$ cat src/rtl/id_ex_stage.sv
// id_ex_stage
// ID/EX pipeline register with load-use hazard detection.
//
// Registers the control decoder outputs together with the ID-stage operands
// and instruction fields, and presents them to EX one cycle later. It also
// produces the stall that freezes PC and IF/ID, inserts bubbles on load-use
// hazards, squashes on flush, and counts bubbles and flushes.
//
// Ports:
//   clk, rst          clock; synchronous active-high reset
//   flush             squash the ID instruction (bubble into EX)
//   ext_hold          freeze the whole register (multi-cycle memory stall)
//   id_*              decoder controls, operands and fields from ID
//   ex_*              registered copies presented to EX
//   stall             combinational; hold PC and IF/ID this cycle
//   bubble_cnt        load-use bubbles inserted (wraps)
//   flush_cnt         flushes taken (wraps)
module id_ex_stage #(
    parameter int CNT_W = 16
) (
    input  logic             clk,
    input  logic             rst,
    input  logic             flush,
    input  logic             ext_hold,
    input  logic             id_valid,
    input  logic             id_jump,
    input  logic             id_RegDst,
    input  logic             id_Branch,
    input  logic             id_MemR,
    input  logic             id_Mem2R,
    input  logic             id_MemW,
    input  logic             id_RegW,
    input  logic             id_Alusrc,
    input  logic [1:0]       id_ExtOp,
    input  logic [4:0]       id_Aluctrl,
    input  logic [31:0]      id_pc4,
    input  logic [31:0]      id_rs_data,
    input  logic [31:0]      id_rt_data,
    input  logic [31:0]      id_imm,
    input  logic [4:0]       id_rs,
    input  logic [4:0]       id_rt,
    input  logic [4:0]       id_rd,
    input  logic [4:0]       id_shamt,
    output logic             ex_valid,
    output logic             ex_jump,
    output logic             ex_RegDst,
    output logic             ex_Branch,
    output logic             ex_MemR,
    output logic             ex_Mem2R,
    output logic             ex_MemW,
    output logic             ex_RegW,
    output logic             ex_Alusrc,
    output logic [1:0]       ex_ExtOp,
    output logic [4:0]       ex_Aluctrl,
    output logic [31:0]      ex_pc4,
    output logic [31:0]      ex_rs_data,
    output logic [31:0]      ex_rt_data,
    output logic [31:0]      ex_imm,
    output logic [4:0]       ex_rs,
    output logic [4:0]       ex_rt,
    output logic [4:0]       ex_rd,
    output logic [4:0]       ex_shamt,
    output logic             stall,
    output logic [CNT_W-1:0] bubble_cnt,
    output logic [CNT_W-1:0] flush_cnt
);

    // Every field travels as one flat word so a bubble is simply all-zero
    // and a load is a single copy; the field order is identical on both sides.
    localparam int BUNDLE_W = 9 + 2 + 5 + 4 * 32 + 4 * 5;

    logic [BUNDLE_W-1:0] id_bundle;
    logic [BUNDLE_W-1:0] ex_q;
    logic                lu;

    assign id_bundle = {id_valid, id_jump, id_RegDst, id_Branch, id_MemR,
                        id_Mem2R, id_MemW, id_RegW, id_Alusrc, id_ExtOp,
                        id_Aluctrl, id_pc4, id_rs_data, id_rt_data, id_imm,
                        id_rs, id_rt, id_rd, id_shamt};

    assign {ex_valid, ex_jump, ex_RegDst, ex_Branch, ex_MemR,
            ex_Mem2R, ex_MemW, ex_RegW, ex_Alusrc, ex_ExtOp,
            ex_Aluctrl, ex_pc4, ex_rs_data, ex_rt_data, ex_imm,
            ex_rs, ex_rt, ex_rd, ex_shamt} = ex_q;

    // A load in EX whose destination is read by the ID instruction.
    // Register 0 is hardwired, so it can never carry a dependency.
    assign lu = ex_valid & ex_MemR & (ex_rt != 5'd0) & id_valid &
                ((ex_rt == id_rs) | (ex_rt == id_rt));

    // A flush discards the ID instruction, so its hazard no longer matters;
    // an external hold always freezes the front end.
    assign stall = (lu & ~flush) | ext_hold;

    // Update priority: reset, flush, hold, load-use bubble, normal load.
    // A hazard seen while held is re-evaluated once the hold releases.
    always_ff @(posedge clk) begin
        if (rst) begin
            ex_q       <= '0;
            bubble_cnt <= '0;
            flush_cnt  <= '0;
        end else if (flush) begin
            ex_q      <= '0;
            flush_cnt <= flush_cnt + CNT_W'(1);
        end else if (ext_hold) begin
            ex_q <= ex_q;
        end else if (lu) begin
            ex_q       <= '0;
            bubble_cnt <= bubble_cnt + CNT_W'(1);
        end else begin
            ex_q <= id_bundle;
        end
    end

endmodule

$ cat config.mk
export PLATFORM = sky130hd
export DESIGN_NAME = id_ex_stage
export DESIGN_NICKNAME = d
export VERILOG_FILES = /design/src/rtl/id_ex_stage.sv
export SDC_FILE = /design/constraint.sdc
export NUM_CORES = 1
export LEC_CHECK = 0
export CORE_AREA = 5 5 140 142
export DETAILED_ROUTE_END_ITERATION = 16
export DIE_AREA = 0 0 145 147
export PLACE_DENSITY = 0.85
export SETUP_SLACK_MARGIN = 0.02
export SYNTH_ARGS = -nofsm -noshare
export SYNTH_HDL_FRONTEND = slang
export SYNTH_SLANG_ARGS = --single-unit
$ cat constraint.sdc
create_clock -name clk -period 6.5 [get_ports clk]
set_clock_uncertainty 0.1 [all_clocks]
set_input_delay 0.65 -clock clk [delete_from_list [all_inputs] [get_ports clk]]
set_output_delay 0.65 -clock clk [all_outputs]
set_load 0.05 [all_outputs]
==> impl_table.tex, run 1 <==
\begin{tabular}{lr}
\hline
Metric & Value \\
\hline
\multicolumn{2}{l}{\textbf{Run status}} \\
Result of the run & completed \\
\multicolumn{2}{l}{\textbf{Logic synthesis}} \\
Cells taking the most area after synthesis & sky130\_fd\_sc\_hd\_\_dfxtp\_1, sky130\_fd\_sc\_hd\_\_a22o\_1, sky130\_fd\_sc\_hd\_\_buf\_6, sky130\_fd\_sc\_hd\_\_xnor2\_1, sky130\_fd\_sc\_hd\_\_o31ai\_1 \\
Commonest cells post-synth & sky130\_fd\_sc\_hd\_\_dfxtp\_1, sky130\_fd\_sc\_hd\_\_a22o\_1, sky130\_fd\_sc\_hd\_\_clkbuf\_1 \\
Net count after synthesis & 733 \\
\#FFs+latches synth & 196 \\
Netlist area before placement & 6670 um2 \\
Synth area leader & sky130\_fd\_sc\_hd\_\_dfxtp\_1 \\
Distinct cell type count after synthesis & 29 \\
Post-synthesis sequential area ratio & 0.589 \\
Post-synth top flop & sky130\_fd\_sc\_hd\_\_dfxtp\_1 \\
Share of the synthesized area in the top cell type & 0.589 \\
Syn avg cell area & 11.8 um2 \\
Synth Warn \# & 0 \\
Syn Inst Count & 563 \\
Number of flops mapped to enable cells by yosys & 0 \\
Most instantiated library cell after synthesis & sky130\_fd\_sc\_hd\_\_dfxtp\_1 \\
Share of flip-flops with an asynchronous set or reset after synthesis & 0 \\
\multicolumn{2}{l}{\textbf{STA}} \\
Final Max Slew Viols & 0 \\
Worst hold slack & 0.373 ns \\
Least-Margin Pin Slew & 1.35 ns \\
Remaining max-slew budget at the tightest pin & 0.0993 \\
Final worst path period need & 4.07 ns \\
Setup total negative slack & 0 ns \\
Setup violators final & 0 \\
RSZ-0062 raised after global routing & no \\
Max frequency & 246 MHz \\
Part of the cycle the worst path needs & 0.626 \\
Final Hold Vio Count & 0 \\
\multicolumn{2}{l}{\textbf{Global routing}} \\
Antenna violations before repair & 2 \\
Number of global-route vias before repair & 6081 \\
First-pass GRT wire length & 34.5 mm \\
Global route total overflow & 0 \\
Pin count of the biggest net entering global routing & 165 \\
Global routing usage summed across all routing layers & 0.200 \\
\multicolumn{2}{l}{\textbf{Pwr}} \\
Worst IR drop on VDD & 168 uV \\
Pwr dens & 246 nW/um2 \\
Leak Pwr & 3.98 nW \\
\multicolumn{2}{l}{\textbf{Floorplanning}} \\
Horiz. Die Dim & 145 um \\
Die area & 21300 um2 \\
Height of the chip & 147 um \\
Initial standard-cell utilization of the core & 0.364 \\
Core Area & 18300 um2 \\
I/O pin total & 365 \\
Row Count & 50 \\
\multicolumn{2}{l}{\textbf{Critical path}} \\
Critical path type & register to output port \\
Count of cells along the worst register-to-register path & 5 \\
CP cell instances & or4\_1, o2111ai\_1, o31ai\_1, clkdlybuf4s50\_1 \\
Delay of the slowest cell on the worst path & 1.07 ns \\
CP Max Fanout & 17 \\
Required time worst endpoint & 5.75 ns \\
Arrival time at the worst endpoint & 3.32 ns \\
Crit end category & output port \\
Library cell contributing the largest single delay on the critical path & sky130\_fd\_sc\_hd\_\_o2111ai\_1 \\
Reg2Reg Setup Slack & 2.97 ns \\
Launching element type of the critical path & register \\
Critical register-to-register path endpoint & ex\_q[111] \\
Reg-to-Reg Start & ex\_q[11] \\
\multicolumn{2}{l}{\textbf{Place}} \\
Weighted congestion reported at the end of routability-driven placement & 0.804 \\
Count of input and output buffers & 364 \\
DP Wirelength & 16.3 mm \\
\multicolumn{2}{l}{\textbf{Routing}} \\
Number of antenna-violating nets in the routed design & 0 \\
Number of vias per cell & 5.24 \\
Routed WL & 22.5 mm \\
1st-pass router iterations & 6 \\
Final routed wire length divided by cell count & 19.5 um \\
Via count of the routed design & 6029 \\
Drt first-iter violations & 278 \\
Number of DRC violations after detailed routing & 0 \\
\multicolumn{2}{l}{\textbf{Final layout}} \\
Sequential cell area & 3920 um2 \\
Area used by multi-input combinational logic & 2430 um2 \\
Area growth from synthesis to final layout & 64.0\% \\
Number of filler instances in the final layout & 1537 \\
Fraction of final layout cells sized beyond drive strength 1 & 0.0404 \\
Nets & 1073 \\
\multicolumn{2}{l}{\textbf{Clocking}} \\
CTS sink cnt & 196 \\
CTS Hold Buffers Added & 0 \\
Reg clk slew, reported paths & 0.07 ns \\
Count of H-tree levels built during CTS & 4 \\
Cts repair resizes & 0 \\
TritonCTS clock tree & built \\
TritonCTS Buffers & 17 \\
CTS max path bufs & 2 \\
Total setup buffers inserted after CTS & 0 \\
Root cell of the clock tree & sky130\_fd\_sc\_hd\_\_clkbuf\_16 \\
Later-pin clock latency in the skew report & 0.42 ns \\
\multicolumn{2}{l}{\textbf{Hold path}} \\
Min-Delay Path Depth & 1 \\
Hold EP & ex\_q[7] \\
Source of the worst hold timing path & ex\_q[7] \\
Hold Path Class & register to register \\
\multicolumn{2}{l}{\textbf{Job}} \\
Max-cap viol count & 0 \\
\hline
\end{tabular}
## logic make-up (layout without fill, tap and decap cells)
group	Yosys count	count (layout)	share of synthesized area
other	0	2	0
multiplexers	1	1	0.00150
AND/OR/NAND/NOR	86	86	0.0696
XOR/XNOR	23	23	0.0302
adder cells (fa/ha/maj)	2	2	0.00375
AO/OA/AOI/OAI	206	206	0.258
buffers and inverters	49	401	0.0479
flip-flops	196	196	0.589
## metal layers
metal | global-route usage | up-vias | wire length, um
li1 | - | 2835 | -
met1 | 0.228 | 2861 | 8920
met2 | 0.340 | 294 | 10900
met3 | 0.0682 | 39 | 1910
met4 | 0.0866 | 0 | 726
met5 | 0 | - | 0
## through the flow
| stage | instance area [um2] | util | power [mW] | cells | setup WS, ns |
|---|---|---|---|---|---|
| floorplan | 6670 | - | 1.48 | 563 | 2.92 |
| global placement | 10300 | 0.565 | 1.66 | 1118 | 2.43 |
| detailed placement | 10300 | 0.565 | 1.67 | 1118 | 2.37 |
| CTS | 10900 | 0.596 | 2.71 | 1149 | 2.38 |
| global route | 10900 | 0.596 | 2.78 | 1151 | 2.26 |
| finish | 10900 | 0.596 | 2.69 | 1151 | 2.43 |
## worst max-delay path by stage
stage	cells past startpoint	slack, ns	end	start
final	4	2.43	stall	ex_q[11]
after global routing	6	2.26	stall	id_rs[4]
after CTS	6	2.38	stall	id_rs[4]
after detailed placement	6	2.37	stall	id_rs[4]
after global placement	6	2.43	stall	id_rs[4]
after floorplan	6	2.92	stall	ex_q[14]
## critical path: cells and delay by family, from the launching register on
kind | cells | cell delay, ns
AOI/OAI and AO/OA | 2 | 1.18
buffers and inverters | 1 | 0.75
and+or+nand+nor | 1 | 0.57
DFF | 1 | 0.40
## where the power goes
part,total [mW],switching (mW),internal (mW)
combinational,0.383,0.205,0.178
clock,1.05,0.494,0.553
sequential,1.26,0.0223,1.23
total,2.69,0.722,1.97
## placed cells by master (no fill, tap or decap), types with 2 or more instances in the layout
master and count:
sky130_fd_sc_hd__clkinv_4 4, sky130_fd_sc_hd__ha_1 2, sky130_fd_sc_hd__nor3_1 3, sky130_fd_sc_hd__xor2_1 5, sky130_fd_sc_hd__nor4_1 2, sky130_fd_sc_hd__nor2_1 17, sky130_fd_sc_hd__xnor2_1 18, sky130_fd_sc_hd__or3_1 3
sky130_fd_sc_hd__inv_8 4, sky130_fd_sc_hd__a21oi_1 18, sky130_fd_sc_hd__o31ai_1 15, sky130_fd_sc_hd__nand3_1 10, sky130_fd_sc_hd__or4_1 15, sky130_fd_sc_hd__clkbuf_16 17, sky130_fd_sc_hd__and2_1 2, sky130_fd_sc_hd__dfxtp_1 196
sky130_fd_sc_hd__inv_6 2, sky130_fd_sc_hd__o21ai_0 4, sky130_fd_sc_hd__diode_2 2, sky130_fd_sc_hd__inv_1 3, sky130_fd_sc_hd__nand2_1 16, sky130_fd_sc_hd__and3_1 6, sky130_fd_sc_hd__a22o_1 164, sky130_fd_sc_hd__buf_12 2
sky130_fd_sc_hd__and4_1 3, sky130_fd_sc_hd__clkdlybuf4s50_1 364, sky130_fd_sc_hd__nand4_1 7
## state kept, by name (all words and copies together), names as in the netlist
name and cells:
bubble_cnt 16, ex_q 164, flush_cnt 16
## layout make-up
type | count | share of cell area
Inverter | 3 | 0.00103
Sequential cell | 196 | 0.359
Clock inverter | 13 | 0.0128
Timing Repair Buffer | 367 | 0.338
Antenna cell | 2 | 0.000458
Multi-Input combinational cell | 318 | 0.222
Clock buffer | 18 | 0.0402
Tap cell | 234 | 0.0268
Note: power is estimated with default switching activity, not from simulation.
==> run 2: changes to the inputs <==
- CORE_AREA: 5 5 140 142 -> default
- CORE_MARGIN: default -> 5
- CORE_UTILIZATION: default -> 39
- DIE_AREA: 0 0 145 147 -> default
- PLACE_DENSITY: 0.85 -> 0.89
- clock period: 6.5 -> 4.1 ns (I/O delays scaled with it)
==> impl_table.tex, run 2 (synthesis results as in run 1) <==
\begin{tabular}{lr}
\hline
Metric & Value \\
\hline
\multicolumn{2}{l}{\textbf{Floorplanning}} \\
Height of the chip & 141 um (was 147 um) \\
Initial standard-cell utilization of the core & 0.399 (was 0.364) \\
Row Count & 47 (was 50) \\
Core Area & 16700 um2 (was 18300 um2) \\
Die area & 19800 um2 (was 21300 um2) \\
I/O pin total & 365 (unchanged) \\
Horiz. Die Dim & 141 um (was 145 um) \\
\multicolumn{2}{l}{\textbf{Critical path}} \\
Count of cells along the worst register-to-register path & 5 (unchanged) \\
Crit end category & output port (unchanged) \\
Critical path type & register to output port (unchanged) \\
CP Max Fanout & 17 (unchanged) \\
Arrival time at the worst endpoint & 2.70 ns (was 3.32 ns) \\
Launching element type of the critical path & register (unchanged) \\
Required time worst endpoint & 3.59 ns (was 5.75 ns) \\
\multicolumn{2}{l}{\textbf{Final layout}} \\
Post-route non-filler standard cell count & 1142 (was 1151) \\
Fraction of final layout cells sized beyond drive strength 1 & 0.0457 (was 0.0404) \\
Largest register by flop count & ex\_q (unchanged) \\
Nets & 1077 (was 1073) \\
Area growth from synthesis to final layout & 64.9\% (was 64.0\%) \\
Post-route core utilization & 0.658 (was 0.596) \\
Most frequent cells in the layout & sky130\_fd\_sc\_hd\_\_clkdlybuf4s50\_1, sky130\_fd\_sc\_hd\_\_dfxtp\_1, sky130\_fd\_sc\_hd\_\_a22o\_1 (unchanged) \\
Most common cell after layout, fill and taps aside & sky130\_fd\_sc\_hd\_\_clkdlybuf4s50\_1 (unchanged) \\
Max reg flops & 164 (unchanged) \\
Number of filler instances in the final layout & 1249 (was 1537) \\
Largest registers ranked by flip-flop count & ex\_q: 164 flops, bubble\_cnt: 16 flops, flush\_cnt: 16 flops (unchanged) \\
\multicolumn{2}{l}{\textbf{STA}} \\
Setup violators final & 0 (unchanged) \\
RSZ-0062 raised after global routing & no (unchanged) \\
Final Hold Vio Count & 0 (unchanged) \\
Remaining max-slew budget at the tightest pin & 0.619 (was 0.0993) \\
Final worst path period need & 3.21 ns \\
Part of the cycle the worst path needs & 0.783 \\
Worst hold slack & 0.375 ns (was 0.373 ns) \\
Max frequency & 312 MHz \\
Setup total negative slack & 0 ns (unchanged) \\
Final Max Slew Viols & 0 (unchanged) \\
Least-Margin Pin Slew & 0.569 ns (was 1.35 ns) \\
\multicolumn{2}{l}{\textbf{Clocking}} \\
TritonCTS Buffers & 17 (unchanged) \\
CTS max path bufs & 2 (unchanged) \\
Total setup buffers inserted after CTS & 0 (unchanged) \\
CTS sink cnt & 196 (unchanged) \\
Cts repair resizes & 0 (unchanged) \\
Root cell of the clock tree & sky130\_fd\_sc\_hd\_\_clkbuf\_16 (unchanged) \\
CTS Hold Buffers Added & 0 (unchanged) \\
Reg clk slew, reported paths & 0.07 ns (about the same) \\
Later-pin clock latency in the skew report & 0.42 ns (about the same) \\
Count of H-tree levels built during CTS & 4 (unchanged) \\
TritonCTS clock tree & built (unchanged) \\
\multicolumn{2}{l}{\textbf{Global routing}} \\
Pin count of the biggest net entering global routing & 90 (was 165) \\
Global routing usage summed across all routing layers & 0.214 (was 0.200) \\
Number of global-route vias before repair & 5963 (was 6081) \\
Global route total overflow & 0 (unchanged) \\
Antenna violations before repair & 2 (unchanged) \\
First-pass GRT wire length & 33.8 mm (was 34.5 mm) \\
\multicolumn{2}{l}{\textbf{Routing}} \\
Number of DRC violations after detailed routing & 0 (unchanged) \\
1st-pass router iterations & 4 (was 6) \\
Via count of the routed design & 6016 (was 6029) \\
Number of antenna-violating nets in the routed design & 0 (unchanged) \\
Drt first-iter violations & 255 (was 278) \\
Final routed wire length divided by cell count & 19.5 um (about the same) \\
Number of vias per cell & 5.27 (was 5.24) \\
Routed WL & 22.3 mm (was 22.5 mm) \\
\multicolumn{2}{l}{\textbf{Place}} \\
Weighted congestion reported at the end of routability-driven placement & 0.939 (was 0.804) \\
Count of input and output buffers & 364 (unchanged) \\
DP Wirelength & 16.4 mm (was 16.3 mm) \\
\# placed instances & 1108 (was 1118) \\
\multicolumn{2}{l}{\textbf{Pwr}} \\
Leak Pwr & 4.01 nW (was 3.98 nW) \\
Pwr dens & 391 nW/um2 (was 246 nW/um2) \\
Overall power & 4.30 mW (was 2.69 mW) \\
Worst IR drop on VDD & 271 uV (was 168 uV) \\
\multicolumn{2}{l}{\textbf{Job}} \\
Max-cap viol count & 0 (unchanged) \\
\multicolumn{2}{l}{\textbf{Run status}} \\
Result of the run & completed (unchanged) \\
\multicolumn{2}{l}{\textbf{Hold path}} \\
Min-Delay Path Depth & 1 (unchanged) \\
Hold Path Class & register to register (unchanged) \\
\hline
\end{tabular}
## run 2: changes by cell type in the layout (fill, tap and decap cells not counted), sizes merged
| cell | before | now |
|---|---|---|
| clkinv | 5 | 3 |
| clkinvlp | 1 | 2 |
| inv | 9 | 10 |
| buf | 3 | 7 |
| bufinv | 1 | 2 |
## run 2: metrics by stage
step	setup slack (ns)	area (um2)
2_1_floorplan	0.759	6670
3_3_place_gp	1.06	10400
3_5_place_dp	1.05	10400
4_1_cts	0.873	11000
5_1_grt	0.782	11000
6_report	0.890	11000
## run 2: worst paths after layout
| kind | startpoint | to | slack (ns) |
|---|---|---|---|
| max | ex_q[11] | stall | 0.89 |
| min reg2reg | ex_q[83] | ex_q[83] | 0.38 |
| min | ex_q[83] | ex_q[83] | 0.38 |
| max reg2reg | ex_q[11] | ex_q[73] | 1.45 |
## run 2: critical path, stage by stage, from the launching register on
cell and delay, ns:
sky130_fd_sc_hd__dfxtp_1 0.37, sky130_fd_sc_hd__or4_1 0.61, sky130_fd_sc_hd__o2111ai_1 0.23, sky130_fd_sc_hd__buf_4 0.24
sky130_fd_sc_hd__o31ai_1 0.08, sky130_fd_sc_hd__clkdlybuf4s50_1 0.73
## run 2: where the power goes
part	internal, mW	total (mW)	switching (mW)
combinational	0.286	0.611	0.325
clock	0.935	1.70	0.763
sequential	1.96	1.99	0.0352
## run 2: layout make-up
| class | instances | area [um2] | share of cell area |
|---|---|---|---|
| inverters | 3 | 11.3 | 0.00102 |
| flip-flops and latches | 196 | 3920 | 0.357 |
| diodes | 2 | 5.00 | 0.000455 |
| well taps | 220 | 275 | 0.0250 |
| clock buffers | 18 | 439 | 0.0400 |
| repair buffers | 371 | 3750 | 0.341 |
| clock inverters | 14 | 164 | 0.0149 |
| multi-input cells | 318 | 2430 | 0.221 |
## run 2: layer usage
metal,GRT usage,share of wire
met3,0.0759,0.10
met5,0,0
met4,0.0933,0.030
met2,0.349,0.48
met1,0.255,0.39
